===== config.mk =====
export PLATFORM = sky130hd
export DESIGN_NAME = cfu_mac_sequencer
export DESIGN_NICKNAME = d
export VERILOG_FILES = /design/src/rtl/cfu_mac_sequencer.sv
export SDC_FILE = /design/constraint.sdc
export NUM_CORES = 1
export LEC_CHECK = 0
export BUFFER_PORTS_ARGS = -buffer_cell sky130_fd_sc_hd__clkbuf_2
export CORE_UTILIZATION = 44
export DETAILED_ROUTE_END_ITERATION = 16
export GPL_ROUTABILITY_DRIVEN = 0
export PLACE_DENSITY_LB_ADDON = 0.25
export SYNTH_ARGS = -nofsm -noshare
export SYNTH_HDL_FRONTEND = slang
export SYNTH_SLANG_ARGS = --single-unit

===== constraint.sdc =====
create_clock -name i_clk -period 4 [get_ports i_clk]
set_clock_uncertainty 0.1 [all_clocks]
set_input_delay 0.8 -clock i_clk [delete_from_list [all_inputs] [get_ports i_clk]]
set_output_delay 0.8 -clock i_clk [all_outputs]
set_load 0.03 [all_outputs]

===== src/rtl/cfu_mac_sequencer.sv =====
// cfu_mac_sequencer: runs the CFU through a quantised dot-product tile.
// For each operand pair it issues the high then the low partial-sum op and
// accumulates both results. It then issues bias-add/quantise/clamp on the
// accumulator and returns the clamped value.
// Optional macro CFU_SEQ_TIMEOUT_EN adds a CFU watchdog with a sticky o_err.
module cfu_mac_sequencer #(
    parameter int LEN_W   = 16,
    parameter int CFU_GAP = 2,
    parameter int TIMEOUT = 64
) (
    input  logic             i_clk,
    input  logic             i_rst,
    input  logic             i_cmd_valid,
    output logic             o_cmd_ready,
    input  logic [LEN_W-1:0] i_cmd_len,
    input  logic [31:0]      i_cmd_bias,
    input  logic             i_cmd_relu,
    output logic             o_opd_req,
    input  logic             i_opd_valid,
    input  logic [31:0]      i_opd_a,
    input  logic [31:0]      i_opd_b,
    output logic             o_cfu_valid,
    output logic [2:0]       o_cfu_op,
    output logic [31:0]      o_cfu_rs1,
    output logic [31:0]      o_cfu_rs2,
    input  logic             i_cfu_ready,
    input  logic [31:0]      i_cfu_rd,
    output logic             o_res_valid,
    input  logic             i_res_ready,
    output logic [31:0]      o_res_data,
    output logic             o_busy,
    output logic             o_err
);

    localparam int GAP_W = (CFU_GAP < 1) ? 1 : $clog2(CFU_GAP + 1);

    typedef enum logic [2:0] {
        S_IDLE, S_FETCH, S_HI, S_LO, S_FINAL, S_RESP
    } state_t;

    state_t            state, state_nxt;
    logic [31:0]       acc, opd_a, opd_b, bias, result;
    logic              relu;
    logic [LEN_W-1:0]  remaining;
    logic [GAP_W-1:0]  gap_cnt;
    logic              cfu_done, issue, abort;
    logic [2:0]        issue_op;
    logic [31:0]       issue_rs1, issue_rs2;

    assign cfu_done   = o_cfu_valid & i_cfu_ready;
    assign o_res_data = result;

`ifdef CFU_SEQ_TIMEOUT_EN
    localparam int WD_W = $clog2(TIMEOUT + 1);
    logic [WD_W-1:0] wd_cnt;
    logic            err;

    // Watchdog: count cycles of an outstanding request, give up at TIMEOUT.
    always_ff @(posedge i_clk) begin
        if (i_rst) begin
            wd_cnt <= '0;
            err    <= 1'b0;
        end else begin
            if (!o_cfu_valid || cfu_done || abort) wd_cnt <= '0;
            else                                   wd_cnt <= wd_cnt + 1'b1;
            if (abort)                             err <= 1'b1;
            else if (state == S_IDLE && i_cmd_valid) err <= 1'b0;
        end
    end

    assign abort = o_cfu_valid & ~i_cfu_ready & (wd_cnt == WD_W'(TIMEOUT - 1));
    assign o_err = err;
`else
    assign abort = 1'b0;
    assign o_err = 1'b0;
`endif

    // Request contents for the current CFU phase.
    always_comb begin
        issue_op  = 3'b000;
        issue_rs1 = opd_a;
        issue_rs2 = opd_b;
        case (state)
            S_LO:    issue_op = 3'b001;
            S_FINAL: begin
                issue_op  = relu ? 3'b011 : 3'b010;
                issue_rs1 = acc;
                issue_rs2 = bias;
            end
            default: ;
        endcase
    end

    // Launch when in a CFU phase, idle, and this is the last required gap
    // cycle, so the request register rises right after the gap.
    assign issue = (state == S_HI || state == S_LO || state == S_FINAL) &&
                   !o_cfu_valid && (gap_cnt <= GAP_W'(1));

    // State register.
    always_ff @(posedge i_clk) begin
        if (i_rst) state <= S_IDLE;
        else       state <= state_nxt;
    end

    // Next-state and handshake outputs.
    always_comb begin
        state_nxt   = state;
        o_cmd_ready = 1'b0;
        o_opd_req   = 1'b0;
        o_res_valid = 1'b0;
        o_busy      = (state != S_IDLE);
        case (state)
            S_IDLE: begin
                o_cmd_ready = 1'b1;
                if (i_cmd_valid) state_nxt = (i_cmd_len == '0) ? S_FINAL : S_FETCH;
            end
            S_FETCH: begin
                o_opd_req = 1'b1;
                if (i_opd_valid) state_nxt = S_HI;
            end
            S_HI:    if (cfu_done) state_nxt = S_LO;
            S_LO:    if (cfu_done) state_nxt = (remaining == LEN_W'(1)) ? S_FINAL : S_FETCH;
            S_FINAL: if (cfu_done) state_nxt = S_RESP;
            S_RESP: begin
                o_res_valid = 1'b1;
                if (i_res_ready) state_nxt = S_IDLE;
            end
            default: state_nxt = S_IDLE;
        endcase
        if (abort) state_nxt = S_IDLE;
    end

    // Datapath: command/operand latches, accumulator, CFU request register, gap.
    always_ff @(posedge i_clk) begin
        if (i_rst) begin
            acc         <= '0;
            opd_a       <= '0;
            opd_b       <= '0;
            bias        <= '0;
            relu        <= 1'b0;
            result      <= '0;
            remaining   <= '0;
            gap_cnt     <= '0;
            o_cfu_valid <= 1'b0;
            o_cfu_op    <= '0;
            o_cfu_rs1   <= '0;
            o_cfu_rs2   <= '0;
        end else begin
            if (state == S_IDLE && i_cmd_valid) begin
                bias      <= i_cmd_bias;
                relu      <= i_cmd_relu;
                acc       <= '0;
                remaining <= i_cmd_len;
            end
            if (state == S_FETCH && i_opd_valid) begin
                opd_a <= i_opd_a;
                opd_b <= i_opd_b;
            end
            if (cfu_done) begin
                o_cfu_valid <= 1'b0;
                case (state)
                    S_HI:    acc <= acc + i_cfu_rd;
                    S_LO: begin
                        acc       <= acc + i_cfu_rd;
                        remaining <= remaining - 1'b1;
                    end
                    S_FINAL: result <= i_cfu_rd;
                    default: ;
                endcase
            end else if (abort) begin
                o_cfu_valid <= 1'b0;
            end else if (issue) begin
                o_cfu_valid <= 1'b1;
                o_cfu_op    <= issue_op;
                o_cfu_rs1   <= issue_rs1;
                o_cfu_rs2   <= issue_rs2;
            end
            if (cfu_done || abort)  gap_cnt <= GAP_W'(CFU_GAP);
            else if (gap_cnt != '0) gap_cnt <= gap_cnt - 1'b1;
        end
    end

endmodule


==> flow_results.xml <==
<?xml version="1.0" encoding="UTF-8"?>
<metrics>
  <group name="cells_and_area">
    <metric name="leading_cell_type_in_the_layout_fill_and_taps_excluded" unit="">sky130_fd_sc_hd__nand2_1</metric>
    <metric name="final_util" unit="%">54.0</metric>
    <metric name="nets" unit="">1763</metric>
    <metric name="stdcell_count" unit="">1929</metric>
    <metric name="diodes" unit="">0</metric>
    <metric name="drive_above_1_share" unit="%">20.5</metric>
    <metric name="mostFrequentLayoutCells" unit="">sky130_fd_sc_hd__nand2_1, sky130_fd_sc_hd__clkbuf_2, sky130_fd_sc_hd__dfxtp_1</metric>
    <metric name="area_growth_syn_to_layout" unit="%">20.7</metric>
  </group>
  <group name="power_and_ir_drop">
    <metric name="power_density_of_the_placed_cells" unit="mW/mm^2">497</metric>
    <metric name="max_ir_drop_vdd" unit="V">0.000349</metric>
    <metric name="total_leakage_power" unit="nW">5.39</metric>
    <metric name="total_power" unit="W">0.00677</metric>
  </group>
  <group name="die">
    <metric name="starting_utilization_of_the_core_area" unit="%">44.8</metric>
    <metric name="floorplan.die_area" unit="sq mm">0.0263</metric>
    <metric name="fp.dieW" unit="um">162</metric>
    <metric name="floorplan.io_pins" unit="">256</metric>
    <metric name="placement_row_count" unit="">58</metric>
    <metric name="design.core.area" unit="sq mm">0.0252</metric>
    <metric name="floorplan.die.height" unit="um">162</metric>
  </group>
  <group name="drt">
    <metric name="detail_route.wirelength" unit="um">30500</metric>
    <metric name="route.vias.total" unit="">10400</metric>
    <metric name="vias_per_inst" unit="">5.37</metric>
    <metric name="drt.antenna.violating_nets" unit="">0</metric>
    <metric name="post_detailed_route_drc_marker_count" unit="">0</metric>
    <metric name="drt_iter0_drc" unit="">640</metric>
    <metric name="avgRoutedWirePerCell" unit="um">15.8</metric>
    <metric name="drt-pass1-iter-count" unit="">5</metric>
  </group>
  <group name="cts">
    <metric name="post-cts-setup-buffers" unit="">0</metric>
    <metric name="clk_pin_slew_worst_paths" unit="ns">0.06</metric>
    <metric name="maximum_number_of_buffers_from_clock_root_to_sink" unit="">3</metric>
    <metric name="worstSkewPairLatency" unit="ns">0.53</metric>
    <metric name="cts_hold_buf" unit="">0</metric>
    <metric name="h-tree-depth" unit="">1</metric>
    <metric name="clock-sinks" unit="">249</metric>
    <metric name="tritoncts" unit="">done</metric>
    <metric name="cts-resized-gates" unit="">0</metric>
    <metric name="cts_root_buffer" unit="">sky130_fd_sc_hd__clkbuf_16</metric>
    <metric name="cts_made_buffers" unit="">28</metric>
  </group>
  <group name="hold_path">
    <metric name="holdPathStages" unit="">1</metric>
    <metric name="hold-path-endpoint" unit="">gap_cnt[0]</metric>
    <metric name="hp-class" unit="">flip-flop to flip-flop</metric>
    <metric name="worst_hold_startpoint" unit="">gap_cnt[0]</metric>
  </group>
  <group name="setup_path">
    <metric name="r2r-start" unit="">acc[0]</metric>
    <metric name="cp.required" unit="ns">4.32</metric>
    <metric name="reg2reg_to" unit="">acc[30]</metric>
    <metric name="worst_reg2reg_setup_slack" unit="ns">0.78</metric>
    <metric name="cp_data_arrival_time" unit="ns">3.61</metric>
    <metric name="endpoint_kind" unit="">flip-flop</metric>
    <metric name="crit_path_start_kind" unit="">input port</metric>
    <metric name="reg2regPathDepth" unit="">11</metric>
    <metric name="worst-setup-path-type" unit="">input port to flip-flop</metric>
    <metric name="critical_path.max_fanout" unit="">4</metric>
  </group>
  <group name="synthesis">
    <metric name="synth-warning-count" unit="">0</metric>
    <metric name="seq_area_frac_synth" unit="%">44.2</metric>
    <metric name="yosys.area.top_type" unit="">sky130_fd_sc_hd__dfxtp_1</metric>
    <metric name="synth-async-reset-ratio" unit="%">0</metric>
    <metric name="synth.cell_area" unit="sq mm">0.0113</metric>
    <metric name="synth.top_cells.by_area" unit="">sky130_fd_sc_hd__dfxtp_1, sky130_fd_sc_hd__nand2_1, sky130_fd_sc_hd__a21oi_1</metric>
    <metric name="synth-main-ff-cell" unit="">sky130_fd_sc_hd__dfxtp_1</metric>
    <metric name="synth_top_area_share" unit="%">44.2</metric>
    <metric name="synth-edff-count" unit="">0</metric>
    <metric name="synth-seq-cells" unit="">249</metric>
    <metric name="synth_area_per_cell" unit="sq um">8.16</metric>
    <metric name="synth.lib_cells_used.distinct" unit="">68</metric>
    <metric name="netlist_instances" unit="">1382</metric>
  </group>
  <group name="global_routing">
    <metric name="grt_pass1_wl" unit="um">48500</metric>
    <metric name="grtUsageTotal" unit="%">22.5</metric>
    <metric name="largest_net_degree_at_the_start_of_global_routing" unit="">111</metric>
    <metric name="overflow" unit="">0</metric>
    <metric name="first_global_vias" unit="">9573</metric>
    <metric name="grt_antenna_before_repair" unit="">0</metric>
  </group>
  <group name="sta">
    <metric name="rsz0062_at_grt" unit="">false</metric>
    <metric name="hold_viol_final" unit="">0</metric>
    <metric name="timing.final.crit_period" unit="ns">3.29</metric>
    <metric name="worst_pin_slew" unit="ns">0.896</metric>
    <metric name="timing.final.crit_share" unit="%">82.2</metric>
    <metric name="max_freq" unit="MHz">304</metric>
    <metric name="timing.hold.ws" unit="ns">0.322</metric>
    <metric name="setup_total_negative_slack" unit="ns">0</metric>
    <metric name="slew_viol_final" unit="">0</metric>
    <metric name="slew-limit-headroom" unit="%">40.2</metric>
    <metric name="setup-violations-final" unit="">0</metric>
  </group>
  <group name="status">
    <metric name="result_of_the_run" unit="">complete, no violations</metric>
  </group>
  <group name="placed_design">
    <metric name="place_hpwl" unit="um">20600</metric>
    <metric name="dp.cells" unit="">1878</metric>
    <metric name="port_buffers" unit="">253</metric>
  </group>
  <group name="flow_run">
    <metric name="timing.max_cap.violations" unit="">0</metric>
  </group>
</metrics>
## metal layers
layer | global-route usage (%) | routed length [um] | vias up
met5 | 0 | 0 | -
met4 | 7.20 | 700 | 0
met3 | 3.88 | 1720 | 49
met2 | 37.4 | 14200 | 270
met1 | 29.7 | 14000 | 4816
li1 | - | - | 5228
## worst max-delay path: stages
cell and delay (ns):
sky130_fd_sc_hd__clkbuf_2 0.10, sky130_fd_sc_hd__ha_1 0.24, sky130_fd_sc_hd__fa_1 0.40, sky130_fd_sc_hd__a21o_1 0.23
sky130_fd_sc_hd__a31oi_1 0.24, sky130_fd_sc_hd__o21ai_2 0.14, sky130_fd_sc_hd__a41oi_4 0.32, sky130_fd_sc_hd__o21ai_2 0.12
sky130_fd_sc_hd__a221oi_2 0.28, sky130_fd_sc_hd__a21oi_1 0.12, sky130_fd_sc_hd__or3_1 0.35, sky130_fd_sc_hd__a32o_1 0.25
## metrics by stage
| step | setup slack, ns | instance area (sq um) |
|---|---|---|
| after global placement | 0.251 | 12700 |
| after detailed placement | 0.205 | 12700 |
| after CTS | 0.741 | 13600 |
| final | 0.714 | 13600 |
| after floorplan | 0.627 | 11300 |
| after global routing | 0.541 | 13600 |
## cell type report
| cell class | instances | area, sq um |
|---|---|---|
| sequential | 249 | 4980 |
| tap | 330 | 413 |
| multi-input combinational | 1018 | 5860 |
| timing repair buffer | 268 | 1410 |
| clock inverter | 9 | 90.1 |
| inverter | 13 | 48.8 |
| fill | 2458 | 11600 |
| clock buffer | 42 | 803 |
## sequential cells by signal, summed over array words and instances (netlist names), 3 cells and up
register    cells
acc            32
bias           32
o_cfu_rs1      32
o_cfu_rs2      32
o_res_data     32
opd_a          32
opd_b          32
remaining      16
state           3
## where the power goes
part / switching, W / internal [W]
clock network: 0.00101 / 0.00145
logic: 0.000981 / 0.000451
registers: 0.000149 / 0.00273
total: 0.00214 / 0.00463
## synthesized netlist by cell type, drive strengths merged, types with 5 or more instances
| cell | n |
|---|---|
| clkbuf | 89 |
| buf | 14 |
| or3 | 5 |
| a21o | 19 |
| dfxtp | 249 |
| ha | 33 |
| o211ai | 5 |
| o21ai | 33 |
| xnor2 | 17 |
| a21oi | 194 |
| xor2 | 11 |
| nand4 | 8 |
| and2 | 5 |
| a22o | 16 |
| nand2 | 309 |
| a211oi | 72 |
| nor4 | 9 |
| nand3 | 22 |
| nor2 | 112 |
| mux2i | 65 |
| nor3 | 15 |
| inv | 13 |
| a221oi | 5 |
## how the worst max path moves through the flow
stage	depth (start not counted)	from	slack (ns)	end
CTS	12	i_cfu_rd[0]	0.74	acc[30]
finish	12	i_cfu_rd[0]	0.71	acc[30]
global placement	12	i_cfu_rd[0]	0.25	acc[30]
floorplan	11	i_cfu_rd[0]	0.63	acc[30]
global route	12	i_cfu_rd[0]	0.54	acc[30]
detailed placement	12	i_cfu_rd[0]	0.21	acc[30]
## kinds of logic (layout without fill, tap and decap cells)
kind of cell               count (synthesis)  count (layout)  share of synthesized area [%]
muxes                                     65              65                           5.77
AOI/OAI and AO/OA                        384             384                           21.4
and+or+nand+nor                          505             505                           18.5
DFF                                      249             249                           44.2
xor gates and xnor gates                  28              28                           2.18
adders and majority gates                 34              34                           3.84
buffers and inverters                    116             332                           4.03
other                                      1               2                         0.0333
(Power assumes the default switching activity.)
